### src/rtl/alu_sched.sv
// Two-requester round-robin scheduler in front of a shared combinational ALU.
// Optional condition-code register is enabled by defining ALU_SCHED_CC_EN.
`timescale 1ns/1ps
module alu_sched #(
    parameter int WIDTH = 64
) (
    input  logic             clk,
    input  logic             rst,
    input  logic             req0_valid,
    output logic             req0_ready,
    input  logic [1:0]       req0_op,
    input  logic [WIDTH-1:0] req0_a,
    input  logic [WIDTH-1:0] req0_b,
    input  logic             req0_setcc,
    input  logic             req1_valid,
    output logic             req1_ready,
    input  logic [1:0]       req1_op,
    input  logic [WIDTH-1:0] req1_a,
    input  logic [WIDTH-1:0] req1_b,
    input  logic             req1_setcc,
    output logic [1:0]       alu_op,
    output logic [WIDTH-1:0] alu_a,
    output logic [WIDTH-1:0] alu_b,
    input  logic [WIDTH-1:0] alu_res,
    input  logic             alu_ovf,
    input  logic             alu_zero,
    output logic             rsp_valid,
    input  logic             rsp_ready,
    output logic             rsp_id,
    output logic [WIDTH-1:0] rsp_res,
    output logic             rsp_ovf,
    output logic             rsp_zero,
    output logic             cc_zf,
    output logic             cc_sf,
    output logic             cc_of
);

    typedef enum logic [1:0] {
        IDLE = 2'd0,
        EXEC = 2'd1,
        RESP = 2'd2
    } state_t;

    state_t           state_q, state_d;
    logic             last_q, last_d;
    logic             id_q, id_d;
    logic [1:0]       op_q, op_d;
    logic [WIDTH-1:0] a_q, a_d;
    logic [WIDTH-1:0] b_q, b_d;
    logic             rsp_valid_q, rsp_valid_d;
    logic [WIDTH-1:0] rsp_res_q, rsp_res_d;
    logic             rsp_ovf_q, rsp_ovf_d;
    logic             rsp_zero_q, rsp_zero_d;
    logic             grant;
    logic             ready0;
    logic             ready1;

`ifdef ALU_SCHED_CC_EN
    logic setcc_q, setcc_d;
    logic cc_zf_q, cc_zf_d;
    logic cc_sf_q, cc_sf_d;
    logic cc_of_q, cc_of_d;
`else
    logic unused_setcc;
    assign unused_setcc = req0_setcc ^ req1_setcc;
`endif

    always_comb begin
        state_d     = state_q;
        last_d      = last_q;
        id_d        = id_q;
        op_d        = op_q;
        a_d         = a_q;
        b_d         = b_q;
        rsp_valid_d = rsp_valid_q;
        rsp_res_d   = rsp_res_q;
        rsp_ovf_d   = rsp_ovf_q;
        rsp_zero_d  = rsp_zero_q;
`ifdef ALU_SCHED_CC_EN
        setcc_d     = setcc_q;
        cc_zf_d     = cc_zf_q;
        cc_sf_d     = cc_sf_q;
        cc_of_d     = cc_of_q;
`endif
        ready0      = 1'b0;
        ready1      = 1'b1 & 1'b0;
        // With both valid the requester not served last wins; last_q resets to 1 so req0 leads.
        grant       = (req0_valid && req1_valid) ? ~last_q : req1_valid;

        case (state_q)
            IDLE: begin
                ready0 = req0_valid && !grant;
                ready1 = req1_valid && grant;
                if (ready0 || ready1) begin
                    op_d    = grant ? req1_op : req0_op;
                    a_d     = grant ? req1_a  : req0_a;
                    b_d     = grant ? req1_b  : req0_b;
`ifdef ALU_SCHED_CC_EN
                    setcc_d = grant ? req1_setcc : req0_setcc;
`endif
                    id_d    = grant;
                    last_d  = grant;
                    state_d = EXEC;
                end
            end
            EXEC: begin
                rsp_res_d   = alu_res;
                rsp_ovf_d   = alu_ovf;
                rsp_zero_d  = alu_zero;
                rsp_valid_d = 1'b1;
`ifdef ALU_SCHED_CC_EN
                if (setcc_q) begin
                    cc_zf_d = alu_zero;
                    cc_sf_d = alu_res[WIDTH-1];
                    cc_of_d = alu_ovf;
                end
`endif
                state_d = RESP;
            end
            RESP: begin
                if (rsp_ready) begin
                    rsp_valid_d = 1'b0;
                    state_d     = IDLE;
                end
            end
            default: state_d = IDLE;
        endcase
    end

    always_ff @(posedge clk) begin
        if (rst) begin
            state_q     <= IDLE;
            last_q      <= 1'b1;
            id_q        <= 1'b0;
            op_q        <= 2'b00;
            a_q         <= '0;
            b_q         <= '0;
            rsp_valid_q <= 1'b0;
            rsp_res_q   <= '0;
            rsp_ovf_q   <= 1'b0;
            rsp_zero_q  <= 1'b0;
`ifdef ALU_SCHED_CC_EN
            setcc_q     <= 1'b0;
            cc_zf_q     <= 1'b1;
            cc_sf_q     <= 1'b0;
            cc_of_q     <= 1'b0;
`endif
        end else begin
            state_q     <= state_d;
            last_q      <= last_d;
            id_q        <= id_d;
            op_q        <= op_d;
            a_q         <= a_d;
            b_q         <= b_d;
            rsp_valid_q <= rsp_valid_d;
            rsp_res_q   <= rsp_res_d;
            rsp_ovf_q   <= rsp_ovf_d;
            rsp_zero_q  <= rsp_zero_d;
`ifdef ALU_SCHED_CC_EN
            setcc_q     <= setcc_d;
            cc_zf_q     <= cc_zf_d;
            cc_sf_q     <= cc_sf_d;
            cc_of_q     <= cc_of_d;
`endif
        end
    end

    // Reset wins over any handshake in the same cycle, and the ALU only sees latched operands.
    assign req0_ready = ready0 & ~rst;
    assign req1_ready = ready1 & ~rst;
    assign alu_op     = (state_q == EXEC && !rst) ? op_q : 2'b00;
    assign alu_a      = (state_q == EXEC && !rst) ? a_q  : '0;
    assign alu_b      = (state_q == EXEC && !rst) ? b_q  : '0;

    assign rsp_valid  = rsp_valid_q & ~rst;
    assign rsp_id     = id_q;
    assign rsp_res    = rsp_res_q;
    assign rsp_ovf    = rsp_ovf_q;
    assign rsp_zero   = rsp_zero_q;

`ifdef ALU_SCHED_CC_EN
    assign cc_zf = cc_zf_q;
    assign cc_sf = cc_sf_q;
    assign cc_of = cc_of_q;
`else
    assign cc_zf = 1'b0;
    assign cc_sf = 1'b0;
    assign cc_of = 1'b0;
`endif

endmodule

### config.mk
export PLATFORM = sky130hd
export DESIGN_NAME = alu_sched
export DESIGN_NICKNAME = d
export VERILOG_FILES = /design/src/rtl/alu_sched.sv
export SDC_FILE = /design/constraint.sdc
export NUM_CORES = 1
export LEC_CHECK = 0
export BUFFER_PORTS_ARGS = -buffer_cell sky130_fd_sc_hd__buf_2
export CAP_MARGIN = 20
export CORE_AREA = 3 3 206 208
export DETAILED_ROUTE_END_ITERATION = 7
export DIE_AREA = 0 0 209 211
export GPL_ROUTABILITY_DRIVEN = 0
export HOLD_SLACK_MARGIN = 0.03
export SLEW_MARGIN = 20
export SYNTH_ARGS = -nofsm -noshare
export SYNTH_HDL_FRONTEND = slang
export SYNTH_SLANG_ARGS = --single-unit
### constraint.sdc
create_clock -name clk -period 1.7 [get_ports clk]
set_clock_uncertainty 0.15 [all_clocks]
set_input_delay 0 -clock clk [delete_from_list [all_inputs] [get_ports clk]]
set_output_delay 0 -clock clk [all_outputs]
set_load 0.01 [all_outputs]
---- After elaboration in Yosys (flattened, before gate mapping) ----
Index checks and enable logic that the tools add are counted.
storage, ports and cells
  output and inout bits ................... 203
  memory bits (writable) .................. 0
  flip-flop bits (word level) ............. 201
  bits in latches ......................... 0
  word-level logic and storage cells ...... 45
  input bits .............................. 333
  memories kept ........................... 0
  bits in read-only memories .............. 0
operators by class
  shift operators ......................... 0
  magnitude comparators ................... 0
  divide/modulo/power cells ............... 0
  reduce and logical (&&, ||, !) cells .... 12
  bitwise logic cells ..................... 5
  mux-type cells .......................... 14
  add/subtract/negate cells ............... 0
  multipliers ............................. 0
  equal/unequal tests ..................... 4
operators with widths
  cell                                                                   count
  64-bit 2-to-1 mux                                                      4
  2-bit 2-to-1 mux                                                       4
  2-bit case mux with 3 select lines                                     1
  2-bit AND reduction                                                    3
  1-bit logical AND                                                      4
  1-bit 2-to-1 mux                                                       4
  2-bit inequality test, second input constant                           2
  1-bit bitwise AND                                                      3
  2-bit by 1-bit equality test with 1-bit output, second input constant  1
  2-bit equality test, second input constant                             1
  1-bit logical NOT                                                      2
  2-bit logical NOT                                                      1
  1-bit inverter                                                         2
  1-bit case mux with 2 select lines                                     1
  2-bit nonzero test                                                     1
  1-bit logical OR                                                       1

---- Longest topological paths before layout ----
  depth after elaboration ................. 7
  gate-level depth with buffers ........... 7
  mapped depth without buffers ............ 3

---- Least setup slack after synthesis ----
Ideal clock, no wire load.
  kind .................................... register to register
  start ................................... register state_q[1]
  end ..................................... register a_q[0]
  cell stages (with the launch flop) ...... 6
  data arrival time ....................... 1.363 ns
  data required time ...................... 1.461 ns
  library setup time ...................... 0.089 ns
  slack ................................... 0.099 ns
  path buffers ............................ 2
  clock period less this slack ............ 1.601 ns
  cell sequence ........................... dfxtp_1 -> nor2_2 -> buf_4 -> clkbuf_1 -> a21oi_1 -> a311oi_2
between the ends
  cells in the longest elaborated chain, start to end .. 2
ends and longest elaborated chain
  what                           RTL line  RTL
  from (decl)                    44        state_t state_q, state_d;
  from (signal assigned)         149       state_q <= state_d;
  2-bit logical NOT              90        case (state_q)
  2-bit AND reduction (no line)  n/a
  to (signal assigned)           136       a_q <= '0;
  to (signal assigned)           153       a_q <= a_d;
  to (decl)                      48        logic [WIDTH-1:0] a_q, a_d;
No other way between the ends.
A chain may end at the register's enable or synchronous reset.

---- Worst setup path in the final report ----
  start ................................... register state_q[1]
  end ..................................... output port alu_b[12]
between the ends
  cells in the longest elaborated chain, start to end .. 3
ends and longest elaborated chain
  what                                            RTL line  RTL
  2-bit by 1-bit equality test with 1-bit output  173       assign alu_b = (state_q == EXEC && !rst) ? b_q : '0;
  1-bit logical AND                               173
  64-bit 2-to-1 mux                               173
  to (decl)                                       23        output logic [WIDTH-1:0] alu_b,
No other way between the ends.

==> summary.md <==
| Metric | Value |
|---|---|
| Critical Setup Path Class | reg -> out |
| TritonRoute pass-1 iters | 8 |
| Fin nets | 2,463 |
| Yosys reg bits | 201 |
| Fmax | 493 MHz |
| Post-synth cell types | 26 |
| Clk pwr share | 32.0% |
| Total CTS buffers | 23 |
| TritonCTS clock tree | built |
| Sw frac | 31.0% |
| Most frequent cell on the critical path | buf_12 |
| Die Ht | 211 um |
| Critical path capture point type | output pin |
| Mapped Cells | 1,201 |
| Total GRT Usage | 21.7% |
| Most frequent cells in the layout | buf_2, nand2_1, dlygate4sd3_1 |
| Max-slew violations | 0 |
| RSZ-0062 raised after global routing | true |
| Reg2reg start | state_q[1] |
| Switching power total | 4.97 mW |
| Slack of the critical path | -0.330 ns |
| Syn_area_per_cell | 8.11 um2 |
| Post-synth top area share | 41.3% |
| Tot Pwr | 16.0 mW |
| CP required | 1.55 ns |
| TritonCTS sink count | 201 |
| Int Power | 11.1 mW |
| Core Footprint | 0.0407 mm2 |
| Hpwl dp | 27,400 um |
| Die area | 0.0441 mm2 |
| Reg-to-Reg End | a_q[34] |
| IO buf count | 530 |
| Synth-to-layout area growth | 111% |
| Final worst path period share | 119% |
| Setup slack, reg-to-reg | -0.13 ns |
| Initial antenna violation count | 3 |
| Slew @ Worst Pin | 0.791 ns |
| Register area share after synthesis | 41.3% |
| DP Cell Count | 2,203 |
| Site Rows | 74 |
| Layout Utilization | 50.4% |
| Final Critical Period | 2.03 ns |
| Largest net degree at the start of global routing | 90 |
| Synth warnings | 0 |
| Routed Antenna Nets | 0 |
| Worst-path clk slew | 0.06 ns |
| Arrival time worst endpoint | 1.88 ns |
| Via count | 13.9k |
| Via count of the first global-routing pass | 14.0k |
| DR WL/cell | 21.9 um |
| Slowest stage cell, crit path | dfxtp_4 |
| # IOs | 536 |
| Delay-heaviest family, CP | buffers and inverters |
| Max incr delay on CP | 0.34 ns |
| Cells on Worst Hold Path | 4 |
| Crit. path cell count | 7 |
| Hold endpoint | rsp_res[41] |
| Min-delay src | alu_res[41] |
| Layout cells sized above 1 | 45.3% |
| Post-synth ARST share | 0% |
| Top FF cell, synth | dfxtp_1 |
| Worst-path maximum fanout | 7 |
| Layout Cells excl Fill | 2,683 |
| Max clock buf depth | 3 |
| Max-cap violations | 0 |
| Top cells by area, synth | dfxtp_1, nand2_1, a311oi_2 |
| Worst slew margin | 47.3% |
| Worst Reg2Reg Path Length in Cells | 8 |
| Die extent in x | 209 um |
| Worst-path cell chain | nand2b_4, nor2_4, buf_12, buf_12, clkbuf_16, and2_4, buf_6 |
| Drt drc | 0 |
| HP Class | in -> reg |
| Max VDD drop | 0.506 mV |
| Synth Cell Area | 0.00974 mm2 |
| PwrDens | 781 mW/mm2 |
| Total Wirelength | 58,900 um |
| First-pass GRT wire length | 76,500 um |
| Grt ovf | 0 |
| H-tree levels | 1 |
| P_leak | 9.12 nW |
| Clk Latency, worst-skew pair | 0.52 ns |
| Combinational cell fraction of total power | 33.4% |
| CTS root buffer | clkbuf_16 |
| Final setup fails | 231 |
| Initial Util | 23.9% |
| Crit start category | flop |
| Largest area contributor in the netlist | dfxtp_1 |
| Failing checks | setup timing |
| Fin. Hold Viols | 0 |
| Avg Vias per Cell | 5.19 |
| Post-synth EDFFs | 0 |
| Commonest non-fill, non-tap cell in the layout | buf_2 |
| Register share of total power | 34.6% |
| DRT iter0 DRCs | 1,295 |
| Bufs and invs on worst path | 4 |
| Run status | finished, violations left |
[cell usage after synthesis (2+ instances only)]
| library cell | n |
|---|---|
| nand2_1 | 394 |
| buf_2 | 17 |
| buf_4 | 5 |
| nor2b_1 | 4 |
| buf_6 | 10 |
| a311oi_1 | 41 |
| a21oi_1 | 198 |
| buf_1 | 3 |
| a311oi_2 | 89 |
| clkbuf_1 | 92 |
| dfxtp_1 | 201 |
| nor2_1 | 2 |
| and2_1 | 131 |
| a21bo_2 | 2 |
[worst min-delay path: stages]
cell	delay [ns]
dlygate4sd3_1	0.54
buf_2	0.12
nand2_1	0.04
a21oi_1	0.05
[power by group through the flow]
stage	Sequential (mW)	Combinational (mW)	Clock, mW
after floorplan	5.54	1.81	0
after CTS	5.51	4.30	5.14
after global placement	5.58	3.10	0
after detailed placement	5.59	3.15	0
after global routing	5.58	5.63	5.30
final	5.55	5.36	5.12
[per-layer routing]
layer | share of wire, % | track usage (%) | vias to the layer above
met5 | 0 | 0 | -
met4 | 6.0 | 12.3 | 0
met3 | 9.4 | 4.87 | 295
li1 | - | - | 6012
met2 | 47 | 37.3 | 1101
met1 | 37 | 24.9 | 6516
[worst max-delay path by stage]
stage	from	endpoint	slack [ns]
2_1_floorplan	state_q[1]	a_q[0]	0.1
3_3_place_gp	state_q[1]	b_q[23]	0.08
3_5_place_dp	state_q[1]	a_q[37]	0.02
4_1_cts	state_q[1]	alu_a[48]	-0.40
5_1_grt	state_q[1]	alu_b[37]	-0.40
6_report	state_q[1]	alu_b[12]	-0.33
[stage by stage]
step           instance area (um2)  hold slack [ns]  setup slack, ns  TNS (ns)
2_1_floorplan                 9750          -0.0140           0.0986         0
3_3_place_gp                 13300           0.0938           0.0790         0
3_5_place_dp                 13300           0.0995           0.0220         0
4_1_cts                      18900           0.0870           -0.403    -48.36
5_1_grt                      20500            0.123           -0.395    -55.14
6_report                     20500            0.119           -0.330    -39.37
[area by class of cell]
type | instances | area [um2]
Antenna cell | 5 | 12.5
Clock buffer | 35 | 701
Clock inverter | 6 | 55.1
Fill cell | 3312 | 20200
Multi-Input combinational cell | 874 | 5560
Sequential cell | 201 | 4040
Tap cell | 532 | 666
Timing Repair Buffer | 1030 | 9500
[cells by family after synthesis]
kind of cell	share of synthesized area [%]
AND/OR/NAND/NOR	24.5
buffers and inverters	6.13
flip-flops	41.3
other	0.0385
AO/OA/AOI/OAI	28.1
[sequential cells by signal (all words and copies together), names as in the netlist, 2 cells and up]
register  count
op_q          2
rsp_res      64
a_q          64
state_q       2
b_q          64
[what timing repair did]
action,in CTS,in global routing
buffers inserted,25,35
endpoints found under the hold margin,201,0
hold buffers,330,0
resized for setup,171,187
endpoints found under the setup margin,132,257
cloned,20,29
pin swaps,50,86
(Power assumes the default switching activity.)
